--- src/rtl/dff_share_pkg.sv ---
// Shared types and defaults for the shared-register arbiter family.
// rr_pick is the scalar reference form of the rotate-priority pick used by rr_picker.
package dff_share_pkg;

   localparam int unsigned N_REQ_DEF = 4;
   localparam int unsigned WIDTH_DEF = 8;
   localparam int unsigned IDW_DEF   = $clog2(N_REQ_DEF);

   typedef enum logic [0:0] {
      IDLE   = 1'b0,
      LOCKED = 1'b1
   } arb_state_e;

   typedef struct packed {
      logic               found;
      logic [IDW_DEF-1:0] idx;
   } rr_pick_t;

   // Scans from the highest offset down so the lowest offset from ptr wins.
   function automatic rr_pick_t rr_pick(input logic [N_REQ_DEF-1:0] valid,
                                        input logic [IDW_DEF-1:0]   ptr);
      rr_pick_t           res;
      logic [IDW_DEF-1:0] k;
      res = '0;
      k   = '0;
      for (int i = int'(N_REQ_DEF) - 1; i >= 0; i--) begin
         k = IDW_DEF'((int'(ptr) + i) % int'(N_REQ_DEF));
         if (valid[k]) begin
            res.found = 1'b1;
            res.idx   = k;
         end
      end
      return res;
   endfunction

endpackage

--- src/rtl/rr_picker.sv ---
// Combinational rotate-priority encoder: first valid requester at or after i_ptr, wrapping.
// Reusable by any shared-resource arbiter.
module rr_picker
   import dff_share_pkg::*;
#(
   parameter int unsigned N_REQ = N_REQ_DEF,
   parameter int unsigned IDW   = $clog2(N_REQ)
) (
   input  logic [N_REQ-1:0] i_valid,
   input  logic [IDW-1:0]   i_ptr,
   output logic [N_REQ-1:0] o_onehot,
   output logic [IDW-1:0]   o_idx,
   output logic             o_found
);

   always_comb begin
      logic [IDW-1:0] k;
      k        = '0;
      o_found  = 1'b0;
      o_idx    = '0;
      o_onehot = '0;
      // Highest offset first so the nearest valid requester overwrites the rest.
      for (int i = int'(N_REQ) - 1; i >= 0; i--) begin
         k = IDW'((int'(i_ptr) + i) % int'(N_REQ));
         if (i_valid[k]) begin
            o_found     = 1'b1;
            o_idx       = k;
            o_onehot    = '0;
            o_onehot[k] = 1'b1;
         end
      end
   end

endmodule

--- src/rtl/dff_share_arbiter.sv ---
// Round-robin arbiter sharing one WIDTH-bit register among N_REQ writers, with bounded
// locking so one requester can hold the register for back-to-back writes.
module dff_share_arbiter
   import dff_share_pkg::*;
#(
   parameter int unsigned N_REQ    = N_REQ_DEF,
   parameter int unsigned WIDTH    = WIDTH_DEF,
   parameter int unsigned MAX_LOCK = 8,
   parameter int unsigned IDW      = $clog2(N_REQ)
) (
   input  logic                   i_clk,
   input  logic                   i_rst,
   input  logic [N_REQ-1:0]       i_req_valid,
   input  logic [N_REQ-1:0]       i_req_lock,
   input  logic [N_REQ*WIDTH-1:0] i_req_data,
   output logic [N_REQ-1:0]       o_req_ready,
   output logic [WIDTH-1:0]       o_q,
   output logic                   o_q_upd,
   output logic [IDW-1:0]         o_grant_id,
   output logic                   o_locked
);

   localparam int unsigned    CW      = $clog2(MAX_LOCK + 1);
   localparam logic [CW-1:0]  CNT_MAX = CW'(MAX_LOCK);

   arb_state_e       r_state;
   logic [IDW-1:0]   r_ptr;
   logic [IDW-1:0]   r_owner;
   logic [CW-1:0]    r_lock_cnt;
   logic [WIDTH-1:0] r_q;
   logic             r_q_upd;
   logic [IDW-1:0]   r_grant_id;

   logic [N_REQ-1:0] w_pick_onehot;
   logic [IDW-1:0]   w_pick_idx;
   logic             w_pick_found;
   logic [N_REQ-1:0] w_ready;
   logic [IDW-1:0]   w_win;
   logic             w_hs;
   logic [WIDTH-1:0] w_win_data;
   logic [WIDTH-1:0] w_slot [N_REQ];

   function automatic logic [IDW-1:0] f_next(input logic [IDW-1:0] idx);
      if (idx == IDW'(N_REQ - 1)) return '0;
      return idx + 1'b1;
   endfunction

   for (genvar g = 0; g < int'(N_REQ); g++) begin : g_slot
      assign w_slot[g] = i_req_data[g*WIDTH +: WIDTH];
   end

   rr_picker #(
      .N_REQ (N_REQ),
      .IDW   (IDW)
   ) u_picker (
      .i_valid  (i_req_valid),
      .i_ptr    (r_ptr),
      .o_onehot (w_pick_onehot),
      .o_idx    (w_pick_idx),
      .o_found  (w_pick_found)
   );

   // While locked only the owner can be granted; everyone else is starved.
   always_comb begin
      w_ready = '0;
      w_win   = w_pick_idx;
      w_hs    = w_pick_found;
      if (r_state == LOCKED) begin
         w_win            = r_owner;
         w_hs             = i_req_valid[r_owner];
         w_ready[r_owner] = i_req_valid[r_owner];
      end else if (w_pick_found) begin
         w_ready = w_pick_onehot;
      end
   end

   assign w_win_data = w_slot[w_win];

   always_ff @(posedge i_clk) begin
      if (i_rst) begin
         r_state    <= IDLE;
         r_ptr      <= '0;
         r_owner    <= '0;
         r_lock_cnt <= '0;
         r_q        <= '0;
         r_q_upd    <= 1'b0;
         r_grant_id <= '0;
      end else begin
         r_q_upd <= w_hs;
         if (w_hs) begin
            r_q        <= w_win_data;
            r_grant_id <= w_win;
         end
         unique case (r_state)
            IDLE: begin
               if (w_hs) begin
                  if (i_req_lock[w_pick_idx]) begin
                     r_state    <= LOCKED;
                     r_owner    <= w_pick_idx;
                     r_lock_cnt <= CW'(1);
                  end else begin
                     r_ptr <= f_next(w_pick_idx);
                  end
               end
            end
            LOCKED: begin
               // Release on voluntary drop or when the hold budget is exhausted.
               if (!i_req_lock[r_owner] || (r_lock_cnt == CNT_MAX)) begin
                  r_state    <= IDLE;
                  r_ptr      <= f_next(r_owner);
                  r_lock_cnt <= '0;
               end else begin
                  r_lock_cnt <= r_lock_cnt + 1'b1;
               end
            end
            default: r_state <= IDLE;
         endcase
      end
   end

   assign o_req_ready = w_ready;
   assign o_q         = r_q;
   assign o_q_upd     = r_q_upd;
   assign o_grant_id  = r_grant_id;
   assign o_locked    = (r_state == LOCKED);

endmodule
--- config.mk ---
export PLATFORM = sky130hd
export DESIGN_NAME = dff_share_arbiter
export DESIGN_NICKNAME = d
export VERILOG_FILES = /design/src/rtl/dff_share_pkg.sv /design/src/rtl/rr_picker.sv /design/src/rtl/dff_share_arbiter.sv
export SDC_FILE = /design/constraint.sdc
export NUM_CORES = 1
export LEC_CHECK = 0
export CAP_MARGIN = 20
export CORE_MARGIN = 2
export CORE_UTILIZATION = 30
export DETAILED_ROUTE_END_ITERATION = 10
export MAX_ROUTING_LAYER = met4
export PLACE_DENSITY = 0.65
export SETUP_SLACK_MARGIN = 0.05
export SLEW_MARGIN = 10
export SYNTH_ARGS = -nofsm -noshare
export SYNTH_HDL_FRONTEND = slang
export SYNTH_SLANG_ARGS = --single-unit
--- constraint.sdc ---
create_clock -name i_clk -period 3.85 [get_ports i_clk]
set_clock_uncertainty 0.05 [all_clocks]
set_input_delay 0.5775 -clock i_clk [delete_from_list [all_inputs] [get_ports i_clk]]
set_output_delay 0.5775 -clock i_clk [all_outputs]
set_load 0.005 [all_outputs]
==> results of run 1 <==
logic make-up after synthesis:
group                      Yosys count  synth area share
muxes                               26             0.191
adders and majority gates           14            0.0964
DFF                                 20             0.220
and+or+nand+nor                     64             0.171
buffers and inverters               23            0.0571
AOI/OAI and AO/OA                   59             0.264
worst max-delay path, stage by stage:
cell and delay (ps):
clkdlybuf4s50_1 430, mux4_2 490, nor2b_1 340, a22oi_1 120, nor2_1 110, a21oi_1 50, o21ai_0 160, a22o_1 150
clkdlybuf4s50_1 500
registers in the layout (all words and copies together) (netlist names):
| signal | cells |
|---|---|
| o_grant_id | 2 |
| o_locked | 1 |
| o_q | 8 |
| o_q_upd | 1 |
| r_lock_cnt | 4 |
| r_owner | 2 |
| r_ptr | 2 |
worst max-delay path by stage:
stage,end,slack [ps],cells past startpoint
2_1_floorplan,o_q[5]$_SDFFE_PP0P_,340,11
5_1_grt,o_req_ready[3],80,9
6_report,o_req_ready[3],310,9
4_1_cts,o_req_ready[3],280,9
3_3_place_gp,o_req_ready[3],310,9
3_5_place_dp,o_req_ready[3],280,9
power by group:
part           internal [µW]  total (µW)  switching [µW]
logic                    663        1280             615
registers                290         369            78.9
clock network           91.0         161            70.0
total                   1040        1810             764
layout by cell type, fill, tap and decap left out, drive strengths merged, types with 2 or more instances in the layout:
cell           netlist  routed
mux2                10      10
dfxtp               20      20
a21boi               2       2
mux4                 6       6
a221o                9       9
a22o                 4       4
nand2b               3       3
nor2                24      24
o211ai               3       3
clkdlybuf4s50        0      57
clkbuf               6       4
o21ai               11      11
nor2b                3       3
nand3                3       3
nor3                 7       7
a221oi               2       2
a21oi               10      10
mux2i               10      10
inv                 10      10
nand2               14      14
a22oi                4       4
buf                  7      10
a311oi               4       4
o21a                 2       2
nor3b                3       3
ha                  14      14
layer usage:
layer | vias to the layer above | wire [µm] | track usage | share of wire
li1 | 896 | - | - | -
met4 | 0 | 12 | 0.0250 | 0.0025
met3 | 2 | 348 | 0.0308 | 0.074
met1 | 821 | 2140 | 0.205 | 0.45
met5 | - | 0 | - | 0
met2 | 53 | 2220 | 0.234 | 0.47
cell type report:
cell class / count / area, µm²
Tap cell: 75 / 93.8
Multi-Input combinational cell: 163 / 1310
Fill cell: 586 / 3330
Timing Repair Buffer: 67 / 658
Inverter: 10 / 37.5
Sequential cell: 20 / 400
Clock buffer: 4 / 55.1
per-stage QoR:
step	hold slack (ps)	setup WS, ps	std cells
floorplan	398	336	206
global placement	397	307	335
global route	464	83.8	339
detailed placement	401	276	335
finish	413	309	339
CTS	418	282	339
==> impl_metrics.ini, run 1 <==
[hold_path]
hp-class = flip-flop to flip-flop
min_delay_worst_endpoint = o_grant_id[1]$_SDFFE_PP0P_
min_from = o_grant_id[1]$_SDFFE_PP0P_
hold_depth = 2

[grt]
antenna_found_initial = 0
grt_first_pass_wirelength_mm = 7.74
grt_max_degree = 20
groute.usage.overall = 0.151
grt_pass1_vias = 1651
overflow = 0

[setup_path]
r2r_start = r_ptr[0]$_SDFFE_PP0P_
timing.rr.end = o_q[6]$_SDFFE_PP0P_
required_ps = 3220
crit_type = input port to primary output
ff2ff_setup_slack_ps = 650
r2r_cells = 9
cp_max_fo = 5
crit_path_start_kind = input port
crit_path_end_kind = primary output
startpoint = i_req_valid[2]
arrival_ps = 2910

[placed_design]
dpl.hpwl_mm = 3.77
dpl_cell_area_um2 = 2500
routabilityCongestion = 0.869
io_buffers = 57

[detailed_routing]
vias_per_cell = 5.23
drc = 0
routed_wl_mm = 4.72
antenna_left = 0
drt_pre_antenna_iters = 5
num_vias = 1772
post_drt_wl_per_cell_um = 13.9
drt_iter0_drc = 62

[timing]
max-slew-margin-rel = 0.567
finalHoldViolCount = 0
clock.fmax_mhz = 282
worstMarginPinSlew_ps = 648
drv_slew = 0
final-setup-viol-count = 0
setup_tns_ps = 0
finalCritPeriodShare = 0.920
period_minus_slack_ps = 3540
rsz0062_at_grt = false

[final_layout]
utilization = 0.435
antenna_cells = 0
drive_above_1_share = 0.144
syn_to_final_growth_pct = 40.7
stdcell_area_um2 = 2560
nets = 321

[floorplan]
ios = 58
die_w_um = 81.8
core-area_um2 = 5890
die_h_um = 81.8
rows = 28
start_util = 0.309
dieArea_um2 = 6700

[synthesis]
synth_top_cell_area_share = 0.220
synth-seq-area-share = 0.220
netlist_top_cells_count = nor2_1 (24), dfxtp_1 (20), ha_1 (14), nand2_1 (14)
synth_edf_count = 0
synth.area.top_cells = dfxtp_1 (22%), ha_1 (9.6%), mux4_2 (7.4%)
synth_nets = 262
synthFlopType = dfxtp_1
ys_warn_count = 0
ys_ff_latch = 20
avgSynthCellArea_um2 = 8.83
synth.largest_area_cell = dfxtp_1
yosysUniqueCellTypes = 49
synthCells = 206
netlist_area_um2 = 1820
synth_most_common_cell = nor2_1
ys_async_sr_fraction = 0

[clocking]
cts_root_buffer = clkbuf_8
cts_max_path_buffers = 2
post_cts_buffers = 0
cts_tree = yes
htreeDepth = 1
numCtsBuffers = 3
ctsHoldBuffers = 0
clk_pin_slew_ps = 80
clkSinkCount = 20
clock_latency_ps = 260
cts_resized = 0

[power]
p_leak_uw = 0.000962
finalPower_uw = 1810
vdd_ir_drop_max_v = 0.000318
power.density_nw_per_um2 = 707

[outcome]
status = finished clean

[job]
drv_cap = 0
Note: power is estimated with default switching activity, not from simulation.
==> inputs of run 2 (changes only) <==
Settings changed: SKIP_CTS_REPAIR_TIMING from default to 1.
==> results of run 2 <==
Final layout, timing and power as in run 1 (identical DEF).
